### config.mk
export PLATFORM = sky130hd
export DESIGN_NAME = mem_lsu
export DESIGN_NICKNAME = d
export VERILOG_FILES = /design/src/rtl/riscv_pkg.sv /design/src/rtl/lsu_align.sv /design/src/rtl/mem_lsu.sv
export SDC_FILE = /design/constraint.sdc
export NUM_CORES = 1
export LEC_CHECK = 0
export BUFFER_PORTS_ARGS = -buffer_cell sky130_fd_sc_hd__clkbuf_2
export CAP_MARGIN = 10
export CORE_UTILIZATION = 45
export DETAILED_ROUTE_END_ITERATION = 8
export GPL_ROUTABILITY_DRIVEN = 1
export PLACE_DENSITY_LB_ADDON = 0.1
export SYNTH_ARGS = -nofsm -noshare
export SYNTH_HDL_FRONTEND = slang
export SYNTH_HIERARCHICAL = 1
export SYNTH_SLANG_ARGS = --single-unit
### constraint.sdc
create_clock -name clk_i -period 2.65 [get_ports clk_i]
set_input_delay 0.1325 -clock clk_i [delete_from_list [all_inputs] [get_ports clk_i]]
set_output_delay 0.1325 -clock clk_i [all_outputs]
set_load 0.02 [all_outputs]
### src/rtl/riscv_pkg.sv
// Shared types and constants for the MEM-stage load/store unit.
package riscv_pkg;

  localparam int unsigned XLEN      = 32;
  localparam int unsigned MEMSIZE_W = 5;
  localparam int unsigned STRB_W    = 4;

  // One-hot memsize bit positions: {w,hu,h,bu,b}
  localparam int unsigned MS_B  = 0;
  localparam int unsigned MS_BU = 1;
  localparam int unsigned MS_H  = 2;
  localparam int unsigned MS_HU = 3;
  localparam int unsigned MS_W  = 4;

  localparam logic [XLEN-1:0] MCAUSE_LOAD_MISALIGN  = 32'd4;
  localparam logic [XLEN-1:0] MCAUSE_LOAD_FAULT     = 32'd5;
  localparam logic [XLEN-1:0] MCAUSE_STORE_MISALIGN = 32'd6;
  localparam logic [XLEN-1:0] MCAUSE_STORE_FAULT    = 32'd7;

  typedef enum logic [2:0] {
    IDLE,
    REQ,
    WAIT,
    DONE,
    DRAIN
  } lsu_state_e;

endpackage

### src/rtl/lsu_align.sv
// Store lane steering and strobes, load lane extract/extend, misalignment check.
module lsu_align
  import riscv_pkg::*;
(
  input  logic [MEMSIZE_W-1:0] memsize,
  input  logic [1:0]           addr_lo,
  input  logic [XLEN-1:0]      store_data,
  input  logic [MEMSIZE_W-1:0] load_size,
  input  logic [1:0]           load_off,
  input  logic [XLEN-1:0]      rdata,
  output logic                 misaligned,
  output logic [STRB_W-1:0]    wstrb,
  output logic [XLEN-1:0]      wdata,
  output logic [XLEN-1:0]      load_data
);

  logic is_half;
  logic [7:0]  byte_sel;
  logic [15:0] half_sel;

  assign is_half    = memsize[MS_H] | memsize[MS_HU];
  assign misaligned = (is_half & addr_lo[0]) | (memsize[MS_W] & (addr_lo != 2'b00));

  always_comb begin
    wstrb = '0;
    wdata = store_data;
    if (memsize[MS_W]) begin
      wstrb = 4'b1111;
    end else if (is_half) begin
      wdata = {2{store_data[15:0]}};
      wstrb = addr_lo[1] ? 4'b1100 : 4'b0011;
    end else if (memsize[MS_B] | memsize[MS_BU]) begin
      wdata = {4{store_data[7:0]}};
      wstrb = 4'b0001 << addr_lo;
    end
  end

  assign byte_sel = rdata[{load_off, 3'b000} +: 8];
  assign half_sel = load_off[1] ? rdata[31:16] : rdata[15:0];

  always_comb begin
    load_data = rdata;
    if (load_size[MS_B])       load_data = {{24{byte_sel[7]}}, byte_sel};
    else if (load_size[MS_BU]) load_data = {24'd0, byte_sel};
    else if (load_size[MS_H])  load_data = {{16{half_sel[15]}}, half_sel};
    else if (load_size[MS_HU]) load_data = {16'd0, half_sel};
  end

endmodule

### src/rtl/mem_lsu.sv
// MEM-stage load/store unit: one req/gnt/rvalid transaction per memory instruction,
// with load formatting, misalignment/fault traps and an optional response watchdog.
module mem_lsu
  import riscv_pkg::*;
#(
  parameter int unsigned TIMEOUT_CYCLES = 0
) (
  input  logic                 clk_i,
  input  logic                 rst_ni,
  input  logic                 flush_i,
  input  logic                 pipe_adv_i,
  input  logic                 valid_i,
  input  logic                 is_mem_read_i,
  input  logic                 is_mem_write_i,
  input  logic                 trap_valid_i,
  input  logic [MEMSIZE_W-1:0] memsize_i,
  input  logic [XLEN-1:0]      addr_i,
  input  logic [XLEN-1:0]      store_wdata_i,
  output logic                 dmem_req_o,
  output logic                 dmem_we_o,
  output logic [XLEN-1:0]      dmem_addr_o,
  output logic [STRB_W-1:0]    dmem_wstrb_o,
  output logic [XLEN-1:0]      dmem_wdata_o,
  input  logic                 dmem_gnt_i,
  input  logic                 dmem_rvalid_i,
  input  logic [XLEN-1:0]      dmem_rdata_i,
  input  logic                 dmem_err_i,
  output logic                 stall_o,
  output logic                 done_o,
  output logic [XLEN-1:0]      load_data_o,
  output logic                 trap_valid_o,
  output logic [XLEN-1:0]      trap_mcause_o,
  output logic [XLEN-1:0]      trap_mtval_o
);

  localparam int unsigned CNT_W   = (TIMEOUT_CYCLES > 1) ? $clog2(TIMEOUT_CYCLES) : 1;
  localparam int unsigned TO_LAST = (TIMEOUT_CYCLES > 0) ? TIMEOUT_CYCLES - 1 : 0;

  lsu_state_e state_q, state_d;

  logic                 req_q, we_q, killed_q, done_latched_q, err_q, timeout_q;
  logic [XLEN-1:0]      addr_q, wdata_q, load_data_q;
  logic [STRB_W-1:0]    wstrb_q;
  logic [MEMSIZE_W-1:0] size_q;
  logic [CNT_W-1:0]     cnt_q;

  logic                 misaligned_c, mem_op_c, start_c, misalign_trap_c, expire_c;
  logic [STRB_W-1:0]    wstrb_c;
  logic [XLEN-1:0]      wdata_c, load_fmt_c;

  lsu_align u_align (
    .memsize    (memsize_i),
    .addr_lo    (addr_i[1:0]),
    .store_data (store_wdata_i),
    .load_size  (size_q),
    .load_off   (addr_q[1:0]),
    .rdata      (dmem_rdata_i),
    .misaligned (misaligned_c),
    .wstrb      (wstrb_c),
    .wdata      (wdata_c),
    .load_data  (load_fmt_c)
  );

  assign mem_op_c        = valid_i & (is_mem_read_i | is_mem_write_i) & ~trap_valid_i & ~flush_i;
  assign start_c         = (state_q == IDLE) & mem_op_c & ~misaligned_c & ~done_latched_q;
  assign misalign_trap_c = (state_q == IDLE) & mem_op_c & misaligned_c;
  assign expire_c        = (TIMEOUT_CYCLES != 0) & (state_q == WAIT) & ~dmem_rvalid_i
                         & (cnt_q == CNT_W'(TO_LAST));

  // Next state, stall and trap reporting
  always_comb begin
    state_d       = state_q;
    stall_o       = 1'b0;
    done_o        = 1'b0;
    trap_valid_o  = 1'b0;
    trap_mcause_o = '0;
    trap_mtval_o  = '0;
    case (state_q)
      IDLE: begin
        if (start_c) begin
          state_d = REQ;
          stall_o = 1'b1;
        end else if (misalign_trap_c) begin
          trap_valid_o  = 1'b1;
          trap_mcause_o = is_mem_write_i ? MCAUSE_STORE_MISALIGN : MCAUSE_LOAD_MISALIGN;
          trap_mtval_o  = addr_i;
        end
      end
      REQ: begin
        stall_o = 1'b1;
        if (dmem_gnt_i) state_d = WAIT;
      end
      WAIT: begin
        stall_o = 1'b1;
        if (dmem_rvalid_i)  state_d = (killed_q | flush_i) ? IDLE : DONE;
        else if (expire_c)  state_d = (killed_q | flush_i) ? DRAIN : DONE;
      end
      DONE: begin
        done_o = 1'b1;
        if (err_q) begin
          trap_valid_o  = 1'b1;
          trap_mcause_o = we_q ? MCAUSE_STORE_FAULT : MCAUSE_LOAD_FAULT;
          trap_mtval_o  = addr_q;
        end
        state_d = timeout_q ? DRAIN : IDLE;
      end
      DRAIN: begin
        stall_o = 1'b1;
        if (dmem_rvalid_i) state_d = IDLE;
      end
      default: state_d = IDLE;
    endcase
  end

  always_ff @(posedge clk_i or negedge rst_ni) begin
    if (!rst_ni) begin
      state_q        <= IDLE;
      req_q          <= 1'b0;
      we_q           <= 1'b0;
      addr_q         <= '0;
      wstrb_q        <= '0;
      wdata_q        <= '0;
      size_q         <= '0;
      killed_q       <= 1'b0;
      done_latched_q <= 1'b0;
      err_q          <= 1'b0;
      timeout_q      <= 1'b0;
      cnt_q          <= '0;
      load_data_q    <= '0;
    end else begin
      state_q <= state_d;
      if (start_c) begin
        req_q     <= 1'b1;
        we_q      <= is_mem_write_i;
        addr_q    <= addr_i;
        wstrb_q   <= is_mem_write_i ? wstrb_c : '0;
        wdata_q   <= is_mem_write_i ? wdata_c : '0;
        size_q    <= memsize_i;
        killed_q  <= 1'b0;
        err_q     <= 1'b0;
        timeout_q <= 1'b0;
      end
      if ((state_q == REQ) && dmem_gnt_i) begin
        req_q <= 1'b0;
        cnt_q <= '0;
      end
      // A flushed access stays on the bus until its response, but is never reported
      if (((state_q == REQ) || (state_q == WAIT)) && flush_i) killed_q <= 1'b1;
      if (state_q == WAIT) begin
        if (dmem_rvalid_i) begin
          err_q <= dmem_err_i;
          if (!we_q && !killed_q && !flush_i) load_data_q <= load_fmt_c;
        end else begin
          cnt_q <= cnt_q + CNT_W'(1);
          if (expire_c) begin
            err_q     <= 1'b1;
            timeout_q <= 1'b1;
          end
        end
      end
      // Blocks re-issue of an instruction still held in EX/MEM after completing
      if ((state_q == DONE) && !pipe_adv_i && !flush_i) done_latched_q <= 1'b1;
      else if (pipe_adv_i || flush_i)                   done_latched_q <= 1'b0;
    end
  end

  assign dmem_req_o   = req_q;
  assign dmem_we_o    = we_q;
  assign dmem_addr_o  = {addr_q[31:2], 2'b00};
  assign dmem_wstrb_o = wstrb_q;
  assign dmem_wdata_o = wdata_q;
  assign load_data_o  = load_data_q;

endmodule

==> results.json <==
{
  "drt_first_iter_violations": 303,
  "final_nets": 987,
  "hold_class": "primary input to flop",
  "switching_power_w": 0.003274,
  "die_y_um": 121.6,
  "start_util_pct": 46.22,
  "final.period_utilization_pct": 92.81,
  "p_int_w": 0.004600,
  "status": "finished clean",
  "final_common_cell": "clkbuf_2",
  "worstSetupPathType": "flop to output port",
  "clock_power_share_pct": 18.4,
  "antenna_found_initial": 0,
  "grt_pass1_vias": 5476,
  "cts_sinks": 111,
  "skew_ns": 0.009018,
  "cts-root-buf": "clkbuf_16",
  "maxCapViolations": 0,
  "worstPathRequired_ns": 2.52,
  "avgSynthCellArea_um2": 9.557,
  "finalMaxSlewViolations": 0,
  "cts_tree": "done",
  "crit_path_end_kind": "output port",
  "wire_per_inst_um": 16.10,
  "final-setup-viol-count": 0,
  "cellLeakagePower_nw": 4.132,
  "grt-ovfl-total": 0,
  "cts.clk_slew.worst_paths_ns": 0.07,
  "timing.rr.start": "state_q[0]",
  "final_util_pct": 56.41,
  "grt_pass1_wl_um": 26720,
  "htreeDepth": 3,
  "cts_buffer_depth": 2,
  "viasPerCell": 5.345,
  "fp.coreArea_um2": 13930,
  "drc": 0,
  "hold_viol": 0,
  "cts_buffers": 9,
  "pwr_density_cell_nw_per_um2": 1002,
  "firstDrtPassIters": 5,
  "yosysWarnings": 6,
  "worst_ep_arrival_time_ns": 2.33,
  "hp-start": "dmem_gnt_i",
  "place_ws_ns": 0.3966,
  "grt_max_degree": 62,
  "io_pins": 281,
  "dieArea_um2": 14800,
  "vias": 5639,
  "critPathLaunch": "state_q[0]",
  "worst_pin_slew_ns": 0.7531,
  "syn_inst": 674,
  "design_area_um2": 7860,
  "crit_path_start_kind": "flop",
  "grt_usage_pct": 23.23,
  "fmax_mhz": 406.6,
  "die_x_um": 121.6,
  "insertion_delay_ns": 0.35,
  "syn_area_um2": 6441,
  "port-buffer-count": 249,
  "placed_area_um2": 7495,
  "gp_congestion": 0.8712,
  "peakVddDrop_mv": 0.5790,
  "fin_setup_tns_ns": 0,
  "power_w": 0.007874,
  "dp_hpwl_um": 12960,
  "mostFrequentLayoutCells": "248 x clkbuf_2, 119 x nand2_1, 111 x dfrtp_1",
  "rsz0062_at_grt": "no",
  "p_comb_share_pct": 45.3,
  "antenna_left": 0,
  "period_needed_ns": 2.459,
  "fillers": 1300,
  "diodes": 0,
  "rows": 43,
  "share_seq_of_total_power_pct": 36.2,
  "crit_fanout": 11,
  "slew_headroom_pct": 49.79,
  "fin_ws_ns": 0.1905,
  "routed_wirelength_um": 16980,
  "p_sw_share_pct": 41.58,
  "drive_above_1_share_pct": 43.20,
  "area_growth_pct": 22.03
}
[what timing repair did]
action	4_1_cts	5_1_grt
resized for setup	0	1
hold endpoints to repair	50	0
hold buffers	3	0
setup endpoints to repair	0	27
setup buffers	0	1
[path summary, 6_finish.rpt]
kind / to / slack, ns / cells past startpoint
setup / recovery: stall_o / 0.19 / 6
hold / removal: dmem_req_o / 0.02 / 2
setup reg to reg: state_q[0] / 0.33 / 6
hold reg to reg: dmem_wdata_o[27] / 0.48 / 2
max in group asynchronous: dmem_wdata_o[24] / 1.49 / 3
min in group asynchronous: load_data_o[19] / 0.35 / 2
[critical path: stages (launching register included)]
cell	delay [ns]
dfrtp_1	0.43
inv_1	0.13
ha_1	0.23
nand4bb_1	0.20
or4_4	0.62
a21oi_1	0.18
clkbuf_2	0.19
[final cells by class]
type,count,area (µm²),area share (%)
clock buffer,10,239.0,3.040
tap,180,225.2,2.865
multi-input combinational,472,3058,38.90
inverter,7,26.28,0.3343
timing repair buffer,270,1451,18.47
sequential,111,2778,35.34
clock inverter,5,82.58,1.051
[through the flow]
stage          hold WS, ns  instances
5_1_grt            0.01281       1055
4_1_cts           0.005668       1054
6_report           0.02215       1055
3_5_place_dp        0.2130       1036
2_1_floorplan      -0.1631        704
3_3_place_gp        0.2026       1036
[power groups by stage]
stage / logic [W] / registers (W) / clock network [W]
after global placement: 0.00352 / 0.00285 / 0
after global routing: 0.00389 / 0.00294 / 0.00156
final: 0.00357 / 0.00285 / 0.00145
after floorplan: 0.00228 / 0.00321 / 0
after CTS: 0.00360 / 0.00286 / 0.00149
after detailed placement: 0.00359 / 0.00289 / 0
[routing by layer]
layer,track usage (%),share of wire (%),up-vias
li1,-,-,2649
met1,29.24,41,2730
met4,6.019,1.4,0
met3,6.227,7.3,20
met2,39.35,50,240
met5,0,0,-
[sequential cells by signal (all words and copies together) (netlist names)]
| signal | cells |
|---|---|
| addr_q | 32 |
| dmem_wdata_o | 32 |
| load_data_o | 32 |
| dmem_wstrb_o | 4 |
| size_q | 4 |
| state_q | 2 |
| dmem_req_o | 1 |
| dmem_we_o | 1 |
| done_latched_q | 1 |
| err_q | 1 |
| killed_q | 1 |
(Power assumes the default switching activity.)
